[src/rtl/phase_frame_loader.sv]
// Framed byte-stream loader for shared-divide phased clock channels.
// Shadows offsets/divide, then applies atomically under a channel reset pulse.
module phase_frame_loader #(
  parameter int N_CH           = 8,
  parameter int OFFSET_WIDTH   = 11,
  parameter int DIVIDE_DEFAULT = 624,
  parameter int LOAD_CYCLES    = 2
) (
  input  logic                         clk,
  input  logic                         rst,
  input  logic [7:0]                   rx_data,
  input  logic                         rx_valid,
  output logic                         rx_ready,
  output logic [N_CH*OFFSET_WIDTH-1:0] offsets,
  output logic [OFFSET_WIDTH-2:0]      divide,
  output logic                         ch_rst_n,
  output logic                         ch_oe,
  output logic                         busy,
  output logic                         frame_done,
  output logic                         frame_err
);
  localparam int OW = OFFSET_WIDTH;
  localparam int HW = OW - 8;
  localparam int IW = (N_CH > 1) ? $clog2(N_CH) : 1;
  localparam int CW = (LOAD_CYCLES > 1) ? $clog2(LOAD_CYCLES) : 1;

  localparam logic [7:0] HDR_OFS = 8'hA5;
  localparam logic [7:0] HDR_DIV = 8'hD1;
  localparam logic [7:0] OE_OFF  = 8'hC0;
  localparam logic [7:0] OE_ON   = 8'hC1;
  localparam logic [7:0] COMMIT_B = 8'h5A;

  localparam logic [OW-2:0] DIV_RST = (OW-1)'(DIVIDE_DEFAULT);
  localparam logic [IW-1:0] IDX_LAST = IW'(N_CH - 1);
  localparam logic [CW-1:0] CNT_LOAD = CW'(LOAD_CYCLES - 1);

  typedef enum logic [2:0] {
    IDLE, OFS_HI, OFS_LO, DIV_HI, DIV_LO, COMMIT, APPLY
  } state_t;

  state_t              r_state;
  logic [N_CH*OW-1:0]  r_ofs;
  logic [N_CH*OW-1:0]  r_sh_ofs;
  logic [OW-2:0]       r_div;
  logic [OW-2:0]       r_sh_div;
  logic [HW-1:0]       r_hi;
  logic [IW-1:0]       r_idx;
  logic [CW-1:0]       r_cnt;
  logic                r_ch_rst_n;
  logic                r_oe;
  logic                r_done;
  logic                r_err;

  logic                w_fire;
  logic                w_err;
  logic [OW-1:0]       w_ofs_val;
  logic [OW-2:0]       w_div_val;

  assign rx_ready   = (r_state != APPLY);
  assign w_fire     = rx_valid && rx_ready;
  assign w_ofs_val  = {r_hi, rx_data};
  assign w_div_val  = {r_hi[HW-2:0], rx_data};

  assign offsets    = r_ofs;
  assign divide     = r_div;
  assign ch_rst_n   = r_ch_rst_n;
  assign ch_oe      = r_oe;
  assign busy       = (r_state != IDLE);
  assign frame_done = r_done;
  assign frame_err  = r_err;

  always_comb begin
    w_err = 1'b0;
    if (w_fire) begin
      unique case (r_state)
        OFS_HI:  w_err = (rx_data >> HW) != 8'd0;
        DIV_HI:  w_err = (rx_data >> (HW - 1)) != 8'd0;
        COMMIT:  w_err = (rx_data != COMMIT_B);
        default: w_err = 1'b0;
      endcase
    end
  end

  always_ff @(posedge clk or negedge rst) begin
    if (!rst) begin
      r_state    <= IDLE;
      r_ofs      <= '0;
      r_sh_ofs   <= '0;
      r_div      <= DIV_RST;
      r_sh_div   <= DIV_RST;
      r_hi       <= '0;
      r_idx      <= '0;
      r_cnt      <= '0;
      r_ch_rst_n <= 1'b0;
      r_oe       <= 1'b0;
      r_done     <= 1'b0;
      r_err      <= 1'b0;
    end else begin
      r_done     <= 1'b0;
      r_err      <= 1'b0;
      r_ch_rst_n <= 1'b1;
      if (w_err) begin
        // Drop the staged frame so the next one starts from live values.
        r_err    <= 1'b1;
        r_sh_ofs <= r_ofs;
        r_sh_div <= r_div;
        r_state  <= IDLE;
      end else begin
        unique case (r_state)
          IDLE: begin
            if (w_fire) begin
              unique case (1'b1)
                rx_data == HDR_OFS: begin
                  r_idx   <= '0;
                  r_state <= OFS_HI;
                end
                rx_data == HDR_DIV: r_state <= DIV_HI;
                rx_data == OE_OFF:  r_oe <= 1'b0;
                rx_data == OE_ON:   r_oe <= 1'b1;
                default: ;
              endcase
            end
          end
          OFS_HI: begin
            if (w_fire) begin
              r_hi    <= rx_data[HW-1:0];
              r_state <= OFS_LO;
            end
          end
          OFS_LO: begin
            if (w_fire) begin
              r_sh_ofs[int'(r_idx)*OW +: OW] <= w_ofs_val;
              if (r_idx == IDX_LAST) begin
                r_state <= COMMIT;
              end else begin
                r_idx   <= r_idx + 1'b1;
                r_state <= OFS_HI;
              end
            end
          end
          DIV_HI: begin
            if (w_fire) begin
              r_hi    <= rx_data[HW-1:0];
              r_state <= DIV_LO;
            end
          end
          DIV_LO: begin
            if (w_fire) begin
              r_sh_div <= w_div_val;
              r_state  <= COMMIT;
            end
          end
          COMMIT: begin
            if (w_fire) begin
              r_ofs      <= r_sh_ofs;
              r_div      <= r_sh_div;
              r_ch_rst_n <= 1'b0;
              r_cnt      <= CNT_LOAD;
              r_state    <= APPLY;
            end
          end
          APPLY: begin
            if (r_cnt == '0) begin
              r_done  <= 1'b1;
              r_state <= IDLE;
            end else begin
              r_ch_rst_n <= 1'b0;
              r_cnt      <= r_cnt - 1'b1;
            end
          end
          default: r_state <= IDLE;
        endcase
      end
    end
  end

endmodule

[config.mk]
export PLATFORM = sky130hd
export DESIGN_NAME = phase_frame_loader
export DESIGN_NICKNAME = d
export VERILOG_FILES = /design/src/rtl/phase_frame_loader.sv
export SDC_FILE = /design/constraint.sdc
export NUM_CORES = 1
export LEC_CHECK = 0
export BUFFER_PORTS_ARGS = -buffer_cell sky130_fd_sc_hd__buf_2
export CORE_MARGIN = 2
export CORE_UTILIZATION = 55
export CTS_BUF_LIST = sky130_fd_sc_hd__clkbuf_16
export DETAILED_ROUTE_END_ITERATION = 7
export GPL_TIMING_DRIVEN = 0
export PLACE_DENSITY = 0.75
export SLEW_MARGIN = 20
export SYNTH_ARGS = -nofsm -noshare
export SYNTH_HDL_FRONTEND = slang
export SYNTH_SLANG_ARGS = --single-unit
[constraint.sdc]
create_clock -name clk -period 3.82 [get_ports clk]
set_clock_uncertainty 0.05 [all_clocks]
set_input_delay 0.382 -clock clk [delete_from_list [all_inputs] [get_ports clk]]
set_output_delay 0.382 -clock clk [all_outputs]
set_load 0.05 [all_outputs]
==> metrics.md, run 1 <==
| Metric | Value |
|---|---|
| Run status | finished clean |
| Ratio of cells with drive above 1 in the final layout | 25.8% |
| Sequential element share of the synthesized area | 54.0% |
| Via Count | 6905 |
| HP Class | input pin to flip-flop |
| Met1 wire length | 10400 um |
| RSZ-0062 raised after global routing | no |
| Clock sinks | 210 |
| CP required | 4150 ps |
| Asr flop ratio synth | 100% |
| Worst vdd ir | 606 uV |
| Number of I/O pins | 115 |
| Initial DRC Count | 526 |
| Max H-tree Level | 1 |
| Category of the worst setup path launch point | flip-flop |
| Clock period minus worst slack | 3250 ps |
| PD cells | 750 nW/um2 |
| Part of the total power dissipated in sequential elements | 37.1% |
| Wire length of the first global-routing pass | 37600 um |
| Highest routing layer actually used | met4 |
| Seq cells post-synth | 210 |
| Tightest Pin Transition | 968 ps |
| Switching share of power | 40.3% |
| Initial core utilization | 56.4% |
| Number of antenna violations at the first check in global routing | 0 |
| Skew-Pair Late Insertion Delay | 500 ps |
| Final worst slack | 570 ps |
| Logic pwr share | 37.5% |
| Delay of the slowest cell on the worst path | 450 ps |
| Library cell with the largest summed area after synthesis | dfrtp_1 |
| Sum of met3 wire segment lengths after detailed routing | 1740 um |
| Setup slack after placement | 593 ps |
| CTS tree | built |
| Average cell area after synthesis | 12.9 um2 |
| Max Buffers Root-to-Sink | 3 |
| DRC violation count after routing | 0 |
| Series of cell instances along the critical path | clkbuf_1, inv_1, ha_1, clkbuf_1, nand2b_1, nor4_2, buf_2, mux2_1, mux2_1 |
| Mapped Nets | 773 |
| CTS clk-pin slew, worst paths | 60 ps |
| Highest achievable clock rate | 308 MHz |
| Floorplan die area | 18800 um2 |
| Cell-internal power | 5.11 mW |
| Top cell family by delay on the critical path | buffers and inverters |
| Synth area leaders | dfrtp_1 52%, mux2_1 20%, mux2_2 4.6% |
| Maxcap violations | 0 |
| Crit-path max FO | 10 |
| DR WL/cell | 20.9 um |
| Pin count of the biggest net entering global routing | 89 |
| Worst path arrival time | 3580 ps |
| Via count of the first global-routing pass | 6769 |
| Yosys top cell area share | 51.8% |
| Placer congestion estimate | 0.923 |
| Overall routing resource usage | 25.9% |
| Number of flops mapped to enable cells by yosys | 0 |
| Bufs and invs on worst path | 4 |
| Residual antenna-violating net count after detailed routing | 0 |
| Post-layout nets | 915 |
| Via-per-instance ratio | 6.06 |
| Placement row count | 48 |
| Worst-case headroom to the max-slew limit | 35.5% |
| Final setup violating endpoints | 0 |
| Library cells used by synthesis | 50 |
| Width of the die | 137 um |
| Height of the chip | 137 um |
| Max Transition Viols Final | 0 |
| Cell area after synthesis | 9750 um2 |
| Half-perimeter wire length after placement | 15700 um |
| Resize count post-CTS | 0 |
| YS warnings | 0 |
| Type of the worst setup path | flip-flop to flip-flop |
| Total leakage power | 5.57 nW |
| First-pass iteration count of the detailed router | 5 |
| Accumulated negative setup slack | 0 ps |
| Count of antenna diodes in the layout | 0 |
| Switching power of the nets | 3.45 mW |
| Hold Violations, Final | 0 |
| Worst-path cell with the longest stage delay | nor4_2 |
| Met2 WL post-DR | 11000 um |
| Most common flop cell mapped by yosys | dfrtp_1 |
| Share of total power in the clock network | 25.4% |
| P&R area growth vs syn | 17.0% |
| Floorplan Core Area | 17300 um2 |
| Synth Instances | 757 |
| CTS buffer count | 23 |
| Clock Tree Root | clkbuf_16 |
| Share of the clock period used by the worst path after layout | 85.1% |
| Total wirelength of the detailed-routed design | 23900 um |
| Number of input and output port buffers inserted | 114 |
| Final global-route overflow total | 0 |
| Endpoint type of the worst setup path | flip-flop |
stage by stage:
step                      instance area (um2)  util [%]  power (mW)  hold WS [ps]  instances
after detailed placement                10700      61.7        6.39           287       1098
after CTS                               11400      66.0        8.58           266       1140
after global placement                  10600      61.3        6.32           411       1096
after global routing                    11400      66.0        8.95           290       1140
after floorplan                          9750         -        5.50          36.4        757
final                                   11400      66.0        8.56           300       1140
flip-flops by register name (all words and copies together) (netlist names):
name and flops:
offsets 88, r_sh_ofs 88, divide 10, r_sh_div 10
r_hi 3, r_idx 3, r_state 3, ch_oe 1
ch_rst_n 1, frame_done 1, frame_err 1, r_cnt 1
routing by layer:
metal  track usage (%)  up-vias
met5                 0        -
met4              7.85        0
met3              5.63       51
met2              39.9      249
met1              37.2     3533
li1                  -     3072
area by class of cell:
type	count	area, um2
Timing Repair Buffer	117	646
Clock inverter	18	158
Sequential cell	210	5270
Clock buffer	23	576
Inverter	8	30.0
Fill cell	1381	5880
Buffer	64	363
Multi-Input combinational cell	475	4100
Tap cell	225	282
cells in the final DEF, fill, tap and decap left out, drive strengths merged, types with 12 or more instances in the layout:
cell    Yosys  final
a31oi      15     15
buf        35    151
clkinv      1     14
o211ai     35     35
a21oi      12     12
nor2       21     21
dfrtp     202    202
mux2      216    216
nand3      28     28
clkbuf     29     52
a211oi     36     36
nand2      45     45
path summary, 6_finish.rpt:
kind | from | to | cells after the start | slack [ps]
worst min-delay path | rx_data[2] | ch_oe | 4 | 300
worst max-delay path | r_idx[0] | r_sh_ofs[26] | 9 | 570
worst min register to register | r_sh_ofs[55] | offsets[55] | 1 | 430
max in group asynchronous | rst | r_sh_ofs[74] | 3 | 2580
min in group asynchronous | rst | offsets[84] | 2 | 340
worst max register to register | r_idx[0] | r_sh_ofs[26] | 9 | 570
worst min-delay path, delay by kind of cell:
kind | cells | cell delay, ps
multiplexers | 1 | 130
AND/OR/NAND/NOR | 2 | 160
buffers and inverters | 1 | 130
repair_timing:
| action | 4_1_cts | 5_1_grt |
|---|---|---|
| hold buffers | 1 | 0 |
| setup buffers | 0 | 0 |
| hold endpoints to repair | 55 | 0 |
Yosys cell counts (5+ instances only):
cell type  number
dfstp_2         8
nor2_1         21
and3_1          8
o211ai_1       35
a21oi_1        12
mux2_1        176
a31oi_1        15
ha_1            5
buf_2          11
mux2_2         40
clkbuf_1       29
buf_4           9
nand3_1        28
nand4bb_1       5
nor3b_1         6
buf_6          10
a211oi_1       36
buf_1           5
nand2_1        45
dfrtp_1       202
cell families after synthesis:
logic type                 Yosys count  synth area share (%)
DFF                                210                  54.0
adders and majority gates            5                 0.641
muxes                              218                  25.1
and+or+nand+nor                    137                  7.50
AOI/OAI and AO/OA                  113                  8.53
xor gates and xnor gates             2                 0.180
buffers and inverters               72                  4.03
power groups by stage:
stage / Sequential [mW] / Combinational (mW) / Clock (mW)
2_1_floorplan: 4.02 / 1.48 / 0
3_3_place_gp: 3.18 / 3.14 / 0
3_5_place_dp: 3.20 / 3.20 / 0
4_1_cts: 3.17 / 3.21 / 2.21
5_1_grt: 3.24 / 3.41 / 2.30
6_report: 3.17 / 3.21 / 2.17
Note: power is estimated with default switching activity, not from simulation.
==> run 2: changes to the inputs <==
--- a/config.mk
+++ b/config.mk
@@ -12,6 +12,7 @@
 export DETAILED_ROUTE_END_ITERATION = 7
 export GPL_TIMING_DRIVEN = 0
 export PLACE_DENSITY = 0.75
+export RECOVER_POWER = 25
 export SLEW_MARGIN = 20
 export SYNTH_ARGS = -nofsm -noshare
 export SYNTH_HDL_FRONTEND = slang
==> metrics.md, run 2 (synthesis gave the netlist of run 1 again) <==
| Metric | Value |
|---|---|
| Cell-internal power | 5.11 mW |
| Ratio of cells with drive above 1 in the final layout | 25.6% |
| Via-per-instance ratio | 6.03 |
| Worst-case headroom to the max-slew limit | -75.7% |
| Clock Tree Root | clkbuf_16 |
| Final global-route overflow total | 0 |
| CTS buffer count | 23 |
| Area taken by multi-input logic gates | 4100 um2 |
| Hold path cells | 4 |
| Placement row count | 48 |
| Overall Power | 8.56 mW |
| DR WL/cell | 20.9 um |
| Post-layout nets | 915 |
| DRC violation count after routing | 0 |
| Run status | finished with violations |
| Via Count | 6872 |
| Register cell area after layout | 5270 um2 |
| RSZ-0062 raised after global routing | no |
| Wire length of the first global-routing pass | 37600 um |
| Fill cell instance count of the final layout | 1383 |
| Hold slack | 285 ps |
| Width of the die | 137 um |
| Number of I/O pins | 115 |
| Switching share of power | 40.3% |
| CTS clk-pin slew, worst paths | 60 ps |
| Total non-filler cell area in the finished layout | 11400 um2 |
| Residual antenna-violating net count after detailed routing | 0 |
| Half-perimeter wire length after placement | 15700 um |
| Violated checks | capacitance limit, slew limit |
| Worst vdd ir | 607 uV |
| Skew-Pair Late Insertion Delay | 500 ps |
| Total wirelength of the detailed-routed design | 23900 um |
| Via count of the first global-routing pass | 6769 |
| Part of the total power dissipated in sequential elements | 37.1% |
| Share of total power in the clock network | 25.4% |
| Crit-path max FO | 10 |
| Number of input and output port buffers inserted | 114 |
| Height of the chip | 137 um |
| PD cells | 750 nW/um2 |
| Resize count post-CTS | 0 |
| First-pass iteration count of the detailed router | 5 |
| Final setup violating endpoints | 0 |
| Setup slack after placement | 593 ps |
| Endpoint of the worst hold-timing path | ch_oe |
| Placer congestion estimate | 0.923 |
| Number of buffers added to fix hold violations after cts | 1 |
| Switching power of the nets | 3.45 mW |
| Floorplan Core Area | 17300 um2 |
| HP Class | input pin to flip-flop |
| CTS tree | built |
| Clock period minus worst slack | 3290 ps |
| Hold Violations, Final | 0 |
| Share of the clock period used by the worst path after layout | 86.1% |
| Max Transition Viols Final | 56 |
| Clock sinks | 210 |
| End of the worst register-to-register path | r_sh_ofs[26] |
| Initial core utilization | 56.4% |
| Initial DRC Count | 525 |
| Count of antenna diodes in the layout | 0 |
| Final worst slack | 531 ps |
| Logic pwr share | 37.4% |
| P&R area growth vs syn | 17.0% |
| Category of the worst setup path launch point | flip-flop |
| Tightest Pin Transition | 2640 ps |
| Origin of the worst min-delay path | rx_data[2] |
| Max H-tree Level | 1 |
| Cell area reported after detailed placement | 10700 um2 |
| CP required | 4160 ps |
| Max Buffers Root-to-Sink | 3 |
| Maxcap violations | 1 |
| Type of the worst setup path | flip-flop to flip-flop |
| Worst path arrival time | 3630 ps |
| Pin count of the biggest net entering global routing | 89 |
| Beginning of the worst register-to-register path | r_idx[0] |
| Total leakage power | 5.58 nW |
| Number of antenna violations at the first check in global routing | 0 |
| Most common cell after layout, fill and taps aside | dfrtp_1 |
| Highest achievable clock rate | 304 MHz |
| Endpoint type of the worst setup path | flip-flop |
| Highest-count cells in the layout ignoring fill and taps | 202 x dfrtp_1, 176 x mux2_1, 123 x buf_2 |
| Worst R2R Setup Slack | 530 ps |
| Post-CTS Setup Inserts | 0 |
| Final Util | 66.0% |
| Floorplan die area | 18800 um2 |
| Number of cell instances on the worst register-to-register path | 9 |
| Overall routing resource usage | 25.9% |
==> run 2: layout make-up <==
class / instances / area share (%)
Clock inverter: 18 / 1.38
Multi-Input combinational cell: 475 / 35.9
Timing Repair Buffer: 117 / 5.64
Clock buffer: 23 / 5.04
Tap cell: 225 / 2.47
Buffer: 64 / 3.17
Inverter: 8 / 0.263
Sequential cell: 210 / 46.1
==> run 2: critical path, cell delays in order (launching register included) <==
cell      delay (ps)
dfrtp_1          390
clkbuf_1         370
inv_1            120
ha_1             290
clkbuf_1         330
nand2b_1         160
nor4_2           480
buf_2            360
mux2_1           340
mux2_1           290
==> run 2: worst max path at each step <==
stage	startpoint	to	cells after the start
floorplan	r_idx[0]	r_sh_ofs[26]	9
global placement	rst	offsets[52]	1
detailed placement	r_idx[0]	r_sh_ofs[26]	9
CTS	r_idx[0]	r_sh_ofs[26]	9
global route	rst	offsets[35]	2
finish	r_idx[0]	r_sh_ofs[26]	9
==> run 2: power by group through the flow <==
stage / Sequential (mW) / Combinational [mW] / Clock, mW
after global placement: 3.18 / 3.14 / 0
after detailed placement: 3.20 / 3.20 / 0
after floorplan: 4.02 / 1.48 / 0
after CTS: 3.17 / 3.21 / 2.21
after global routing: 3.24 / 3.41 / 2.30
final: 3.18 / 3.20 / 2.17
==> run 2: through the flow <==
step	TNS (ps)	std cells
4_1_cts	0	1140
3_5_place_dp	0	1098
5_1_grt	0	1140
2_1_floorplan	0	757
6_report	0	1140
3_3_place_gp	-247870	1096
==> run 2: per-layer routing <==
metal	GRT usage, %	part of all wire [%]
met5	0	0
met2	39.9	46
met4	7.85	3.0
met3	5.63	7.4
met1	37.2	44
